`src/rtl/axi_stream_pkg.sv`:
```
// Shared types and helpers for the AXI-Stream slave-side monitor.
//   popcount : number of set bits in a vector of up to pop_max_w bits
//   sat_add  : add two values and clamp the result to all-ones of a given width
package axi_stream_pkg;

  localparam int unsigned pop_max_w = 256;
  localparam int unsigned sat_max_w = 64;
  localparam int unsigned sat_sum_w = sat_max_w + 1;

  // One flag per master-side handshake rule seen in the current cycle.
  typedef struct packed {
    logic vld_drop;     // tvalid withdrawn while a beat was stalled
    logic payload_chg;  // payload altered while a beat was stalled
    logic strb_keep;    // tstrb asserted on a byte tkeep marks as null
    logic early_vld;    // tvalid already high in the first cycle after reset
  } proto_viol_t;

  // Count set bits; callers zero-extend their vector to pop_max_w.
  function automatic int unsigned popcount(input logic [pop_max_w-1:0] v);
    int unsigned n;
    n = 0;
    for (int i = 0; i < pop_max_w; i++) begin
      n += 32'(v[i]);
    end
    return n;
  endfunction

  // Saturating add: the result is clamped to (2**width - 1); width <= sat_max_w.
  function automatic logic [sat_max_w-1:0] sat_add(input logic [sat_max_w-1:0] a,
                                                   input logic [sat_max_w-1:0] b,
                                                   input int unsigned width);
    logic [sat_max_w:0] sum;
    logic [sat_max_w:0] lim;
    sum = {1'b0, a} + {1'b0, b};
    lim = (sat_sum_w'(1) << width) - sat_sum_w'(1);
    if (sum > lim) begin
      sum = lim;
    end
    return sat_max_w'(sum);
  endfunction

endpackage

```
`src/rtl/axi_stream_sat_counter.sv`:
```
// Saturating event counter with asynchronous clear.
//   clk, resetn : clock and async active-low clear
//   en          : add inc on this edge
//   inc         : increment amount
//   count       : registered running total, sticks at all-ones
module axi_stream_sat_counter
  import axi_stream_pkg::*;
#(
  parameter int unsigned WIDTH     = 32,
  parameter int unsigned INC_WIDTH = 1
) (
  input  logic                 clk,
  input  logic                 resetn,
  input  logic                 en,
  input  logic [INC_WIDTH-1:0] inc,
  output logic [WIDTH-1:0]     count
);

  logic [WIDTH-1:0] r_count;
  logic [WIDTH-1:0] w_next;

  // Next total, clamped at all-ones of WIDTH.
  always_comb begin
    w_next = WIDTH'(sat_add(sat_max_w'(r_count), sat_max_w'(inc), WIDTH));
  end

  always_ff @(posedge clk or negedge resetn) begin
    if (!resetn) begin
      r_count <= '0;
    end else if (en) begin
      r_count <= w_next;
    end
  end

  assign count = r_count;

endmodule

```
`src/rtl/axi_stream_slave_monitor.sv`:
```
// Passive AXI-Stream monitor at the sink side of a link.
//   Inputs : clk, resetn (async active-low), tvalid, tready, tdata, tstrb,
//            tkeep, tlast, tid, tdest, tuser (all observed, never driven)
//   Outputs: transfer_count, byte_count, packet_count - saturating statistics
//            in_packet      - a packet has started but not yet seen tlast
//            stall_cycles   - length of the current tvalid && !tready run
//            err_protocol   - sticky, master handshake rule broken
//            err_stall      - sticky, slave stalled for max_stall cycles
module axi_stream_slave_monitor
  import axi_stream_pkg::*;
#(
  parameter int unsigned byte_width  = 4,
  parameter int unsigned id_width    = 0,
  parameter int unsigned dest_width  = 0,
  parameter int unsigned user_width  = 0,
  parameter int unsigned count_width = 32,
  parameter int unsigned max_stall   = 16
) (
  input  logic                                      clk,
  input  logic                                      resetn,
  input  logic                                      tvalid,
  input  logic                                      tready,
  input  logic [8*byte_width-1:0]                   tdata,
  input  logic [byte_width-1:0]                     tstrb,
  input  logic [byte_width-1:0]                     tkeep,
  input  logic                                      tlast,
  input  logic [((id_width > 0) ? id_width : 1)-1:0]     tid,
  input  logic [((dest_width > 0) ? dest_width : 1)-1:0] tdest,
  input  logic [((user_width > 0) ? user_width : 1)-1:0] tuser,
  output logic [count_width-1:0]                    transfer_count,
  output logic [count_width-1:0]                    byte_count,
  output logic [count_width-1:0]                    packet_count,
  output logic                                      in_packet,
  output logic [count_width-1:0]                    stall_cycles,
  output logic                                      err_protocol,
  output logic                                      err_stall
);

  localparam int unsigned data_w = 8 * byte_width;
  localparam int unsigned id_w   = (id_width > 0) ? id_width : 1;
  localparam int unsigned dest_w = (dest_width > 0) ? dest_width : 1;
  localparam int unsigned user_w = (user_width > 0) ? user_width : 1;
  localparam int unsigned pay_w  = data_w + 2 * byte_width + 1 + id_w + dest_w + user_w;
  localparam int unsigned pop_w  = $clog2(byte_width + 1);

  localparam logic id_en   = (id_width != 0);
  localparam logic dest_en = (dest_width != 0);
  localparam logic user_en = (user_width != 0);

  // Absent sideband fields are kept in the payload word but never compared.
  localparam logic [pay_w-1:0] pay_mask = {{(data_w + 2 * byte_width + 1){1'b1}},
                                           {id_w{id_en}}, {dest_w{dest_en}},
                                           {user_w{user_en}}};

  // With the check disabled the stall run only stops at all-ones.
  localparam logic [count_width-1:0] stall_cap =
    (max_stall == 0) ? {count_width{1'b1}} : count_width'(max_stall);

  logic                   w_xfer;
  logic                   w_stall;
  logic [pay_w-1:0]       w_payload;
  proto_viol_t            w_viol;
  logic                   w_viol_any;
  logic [count_width-1:0] w_stall_next;
  logic                   w_stall_hit;
  logic [pop_w-1:0]       w_keep_pop;

  logic                   r_armed;        // low only in the first cycle after release
  logic                   r_stalled;      // previous cycle had tvalid && !tready
  logic [pay_w-1:0]       r_prev_payload;
  logic [count_width-1:0] r_stall_cycles;
  logic                   r_in_packet;
  logic                   r_err_protocol;
  logic                   r_err_stall;

  // Handshake classification, rule checks and stall-run arithmetic.
  always_comb begin
    w_xfer     = tvalid && tready;
    w_stall    = tvalid && !tready;
    w_payload  = {tdata, tstrb, tkeep, tlast, tid, tdest, tuser};
    w_keep_pop = pop_w'(popcount(pop_max_w'(tkeep)));

    // r_stalled is cleared by reset, so the stalled-beat rules stay quiet
    // in the first cycle after release.
    w_viol             = '0;
    w_viol.vld_drop    = r_stalled && !tvalid;
    w_viol.payload_chg = r_stalled && (|((w_payload ^ r_prev_payload) & pay_mask));
    w_viol.strb_keep   = tvalid && (|(tstrb & ~tkeep));
    w_viol.early_vld   = tvalid && !r_armed;
    w_viol_any         = |w_viol;

    w_stall_next = '0;
    if (w_stall) begin
      w_stall_next = (r_stall_cycles == stall_cap) ? stall_cap
                                                   : r_stall_cycles + count_width'(1);
    end
    w_stall_hit = (max_stall != 0) && w_stall && (w_stall_next == stall_cap);
  end

  always_ff @(posedge clk or negedge resetn) begin
    if (!resetn) begin
      r_armed        <= 1'b0;
      r_stalled      <= 1'b0;
      r_prev_payload <= '0;
      r_stall_cycles <= '0;
      r_in_packet    <= 1'b0;
      r_err_protocol <= 1'b0;
      r_err_stall    <= 1'b0;
    end else begin
      r_armed        <= 1'b1;
      r_stalled      <= w_stall;
      r_prev_payload <= w_payload;
      r_stall_cycles <= w_stall_next;
      if (w_xfer) begin
        r_in_packet <= !tlast;
      end
      r_err_protocol <= r_err_protocol | w_viol_any;
      r_err_stall    <= r_err_stall | w_stall_hit;
    end
  end

  axi_stream_sat_counter #(
    .WIDTH     (count_width),
    .INC_WIDTH (1)
  ) u_transfer_cnt (
    .clk    (clk),
    .resetn (resetn),
    .en     (w_xfer),
    .inc    (1'b1),
    .count  (transfer_count)
  );

  axi_stream_sat_counter #(
    .WIDTH     (count_width),
    .INC_WIDTH (pop_w)
  ) u_byte_cnt (
    .clk    (clk),
    .resetn (resetn),
    .en     (w_xfer),
    .inc    (w_keep_pop),
    .count  (byte_count)
  );

  axi_stream_sat_counter #(
    .WIDTH     (count_width),
    .INC_WIDTH (1)
  ) u_packet_cnt (
    .clk    (clk),
    .resetn (resetn),
    .en     (w_xfer && tlast),
    .inc    (1'b1),
    .count  (packet_count)
  );

  assign in_packet    = r_in_packet;
  assign stall_cycles = r_stall_cycles;
  assign err_protocol = r_err_protocol;
  assign err_stall    = r_err_stall;

`ifdef FORMAL
  // Set after the opening beat of a packet until the next transfer.
  logic r_pair_open;

  always_ff @(posedge clk or negedge resetn) begin
    if (!resetn) begin
      r_pair_open <= 1'b0;
    end else if (w_xfer) begin
      r_pair_open <= !tlast && !r_in_packet;
    end
  end

  // Master rules constrain the inputs; the stall bound is the slave's duty.
  always @(posedge clk) begin
    if (resetn) begin
      assume (!w_viol.vld_drop);
      assume (!w_viol.payload_chg);
      assume (!w_viol.strb_keep);
      assume (!w_viol.early_vld);
      assert (!w_stall_hit);
      cover (w_xfer && tlast && r_pair_open);
    end
  end
`endif

endmodule

```
`config.mk`:
```
export PLATFORM = sky130hd
export DESIGN_NAME = axi_stream_slave_monitor
export DESIGN_NICKNAME = d
export VERILOG_FILES = /design/src/rtl/axi_stream_pkg.sv /design/src/rtl/axi_stream_sat_counter.sv /design/src/rtl/axi_stream_slave_monitor.sv
export SDC_FILE = /design/constraint.sdc
export NUM_CORES = 1
export LEC_CHECK = 0
export ABC_AREA = 1
export BUFFER_PORTS_ARGS = -buffer_cell sky130_fd_sc_hd__buf_2
export CORE_MARGIN = 4
export CORE_UTILIZATION = 35
export CTS_BUF_LIST = sky130_fd_sc_hd__clkbuf_2 sky130_fd_sc_hd__clkbuf_4 sky130_fd_sc_hd__clkbuf_8
export DETAILED_ROUTE_END_ITERATION = 8
export HOLD_SLACK_MARGIN = 0.12
export PLACE_DENSITY = 0.62
export SKIP_LAST_GASP = 1
export SYNTH_ARGS = -nofsm -noshare
export SYNTH_HDL_FRONTEND = slang
export SYNTH_SLANG_ARGS = --single-unit
```
`constraint.sdc`:
```
create_clock -name clk -period 6.1 [get_ports clk]
set_input_delay 1.22 -clock clk [delete_from_list [all_inputs] [get_ports clk]]
set_output_delay 1.22 -clock clk [all_outputs]
set_load 0.03 [all_outputs]
```
==> results.py <==
metrics = {
    "global_routing": {
        "grt_pass1_wl_mm": 53.8,
        "grt_max_degree": 83,
        "gr-usage-met3_pct": 5.08,
        "grt_use_total_pct": 18.5,
        "grt-ovfl-total": 0,
        "grt_pass1_vias": 10600,
        "grt_use_met2_pct": 30.1,
        "use_met1_pct": 24.3,
        "grt_busiest_layer": "met2",
        "antenna_found_initial": 2,
    },
    "clocking": {
        "clock-sinks": 174,
        "htreeDepth": 4,
        "max-clock-path-buffers": 2,
        "post_cts_buffers": 0,
        "hold_buffers": 0,
        "clk-insertion-delay-late_ns": 0.49,
        "cts.clk_slew.worst_paths_ns": 0.10,
        "post_cts_resized": 0,
        "cts_buffers": 17,
        "clockRootBuffer": "clkbuf_8",
        "cts_tree": "yes",
    },
    "finish": {
        "fillers": 3390,
        "drive_gt1_share_pct": 13.8,
        "layout.cells.most_common_list": "470 x nand2_1, 287 x inv_1, 230 x nor2_1, 178 x nand3_1",
        "area_growth_pct": 15.3,
        "stdcell_area_um2": 13000,
        "final_common_cell": "nand2_1",
        "utilization_pct": 41.1,
        "stdcell_count": 2279,
        "layout.nets": 1921,
    },
    "sta": {
        "rsz0062_at_grt": "no",
        "layout_setup_ws_ns": 2.22,
        "skew_ns": 0.0175,
        "hold_viol": 0,
        "max_freq_mhz": 258,
        "min_period_over_period_pct": 63.6,
        "min_period_ns": 3.88,
        "tightest_slew_ns": 1.08,
        "fin_setup_tns_ns": 0,
        "hold_ws_ns": 0.478,
        "relSlewSlack_pct": 27.4,
        "slew_violations": 0,
        "setup_viol_count_final": 0,
    },
    "drt": {
        "routed_via_density": 4.83,
        "drtIter0Drc": 630,
        "firstDrtPassIters": 5,
        "routedWlPerCell_um": 14.1,
        "detail-route-antenna-nets": 0,
        "vias": 11000,
        "totalWireLength_mm": 32.2,
        "drc": 0,
    },
    "synthesis": {
        "synth_nets": 1756,
        "synth_seq_cells": 174,
        "yosysUniqueCellTypes": 38,
        "ys.flop_type": "dfrtp_1",
        "yosysWarnings": 0,
        "async_flop_share_pct": 100,
        "synth-edff-count": 0,
        "yosysSeqAreaShare_pct": 38.5,
        "syn_avg_cell_area_um2": 6.66,
        "synthesis.instances": 1698,
        "syn_area_um2": 11300,
    },
    "die": {
        "start_util_pct": 35.7,
        "fp.coreArea_um2": 31700,
        "design.die.area_um2": 35300,
        "die_y_um": 188,
        "rows": 65,
        "die_w_um": 188,
        "num_io_pins": 179,
    },
    "setup_path": {
        "r2r_end": "u_packet_cnt.count[2]$_DFFE_PN0P_",
        "rr_startpoint": "u_packet_cnt.count[0]$_DFFE_PN0P_",
        "r2r_cells": 15,
        "criticalPathCategory": "in -> reg",
        "required_ns": 6.48,
        "crit_fanout": 5,
        "arrival_ns": 4.26,
        "crit_end": "u_byte_cnt.count[26]$_DFFE_PN0P_",
        "crit_path_end_kind": "flop",
        "start_kind": "input pin",
        "r2r_setup_slack_ns": 2.97,
        "worstSetupStartpoint": "tkeep[0]",
    },
    "placement": {
        "post_dp_cell_area_um2": 12600,
        "port_buffers": 175,
        "pre_cts_ws_ns": 1.67,
        "hpwlAfterDp_mm": 24.3,
        "numPlacedInstances": 2246,
        "gpl.final_weighted_congestion": 0.883,
    },
    "worst_hold_path": {
        "holdCritPathClass": "reg -> reg",
        "whs_path_depth": 2,
        "worstHoldStart": "err_stall$_DFF_PN0_",
    },
    "power_and_ir_drop": {
        "ir_drop_mv": 0.204,
        "p_total_mw": 5.92,
        "power-per-cell-area_nw_per_um2": 454,
        "p_leak_nw": 7.09,
    },
    "flow_run": {
        "maxCapViolations": 0,
    },
    "run_status": {
        "run_status": "complete, no violations",
    },
}
how the worst min path moves through the flow:
stage                             endpoint  slack (ns)
global placement       err_stall$_DFF_PN0_        0.45
detailed placement     err_stall$_DFF_PN0_        0.45
CTS                    err_stall$_DFF_PN0_        0.48
global route           err_stall$_DFF_PN0_        0.49
floorplan           err_protocol$_DFF_PN0_        0.44
finish                 err_stall$_DFF_PN0_        0.48
area by class of cell:
| cell class | instances | area, um2 | share of cell area [%] |
|---|---|---|---|
| multi-input combinational | 1194 | 5680 | 43.5 |
| sequential | 174 | 4350 | 33.4 |
| inverter | 293 | 1100 | 8.44 |
| timing repair buffer | 183 | 945 | 7.25 |
| tap | 402 | 503 | 3.86 |
| clock buffer | 17 | 234 | 1.80 |
| clock inverter | 15 | 220 | 1.69 |
| antenna | 1 | 2.50 | 0.0192 |
sequential cells by signal, summed over array words and instances, names as in the netlist:
name and count:
u_transfer_cnt.count 32, u_packet_cnt.count 32, err_stall 1, in_packet 1
r_armed 1, r_stalled 1, r_prev_payload 41, err_protocol 1
stall_cycles 32, u_byte_cnt.count 32
cells in the mapped netlist, types with 2 or more instances:
cell | number | share of area [%]
nand3_2 | 2 | 0.18
nor2_1 | 230 | 7.6
or2_2 | 17 | 0.94
o21ai_1 | 4 | 0.18
nor3b_1 | 3 | 0.20
dfrtp_1 | 174 | 39
o21ai_0 | 32 | 1.4
nor4_1 | 5 | 0.28
buf_6 | 6 | 0.60
clkbuf_1 | 31 | 1.0
nor2_4 | 3 | 0.30
nor2_2 | 10 | 0.55
a211oi_1 | 2 | 0.13
fa_1 | 3 | 0.53
nand4_1 | 34 | 1.9
xor2_1 | 61 | 4.7
inv_2 | 5 | 0.17
xnor2_1 | 15 | 1.2
nand3b_1 | 5 | 0.33
nor3_1 | 57 | 2.5
a31oi_1 | 13 | 0.72
ha_1 | 7 | 0.77
nand2_2 | 3 | 0.17
o22ai_1 | 4 | 0.22
nand3_1 | 178 | 7.9
inv_1 | 288 | 9.6
nand2_1 | 472 | 16
a21oi_1 | 24 | 1.1
critical path: stages:
cell,delay [ns]
buf_2,0.14
fa_1,0.53
inv_1,0.05
fa_1,0.39
inv_1,0.09
fa_1,0.21
nand2_1,0.10
nor3_2,0.29
nand3_1,0.23
nor2_1,0.33
nand2_1,0.14
nor3_1,0.19
xnor2_1,0.14
nand3_1,0.08
o21ai_1,0.10
inv_1,0.05
cells by family after synthesis:
logic type | after synthesis | share of synthesized area (%)
AOI/OAI and AO/OA | 85 | 4.17
xor gates and xnor gates | 76 | 5.89
adders and majority gates | 10 | 1.31
buffers and inverters | 330 | 11.4
DFF | 174 | 38.5
other | 1 | 0.0332
and+or+nand+nor | 1022 | 38.7
metal layers:
| layer | wire (um) | vias up |
|---|---|---|
| met2 | 14800 | 297 |
| met1 | 14600 | 5064 |
| li1 | - | 5615 |
| met3 | 2340 | 32 |
| met5 | 13 | - |
| met4 | 498 | 2 |
where the power goes:
part / internal (mW) / switching, mW / total [mW]
Combinational: 0.981 / 2.20 / 3.18
Sequential: 1.42 / 0.400 / 1.82
Clock: 0.397 / 0.527 / 0.924
No activity file was read; power rests on OpenSTA's default activity.
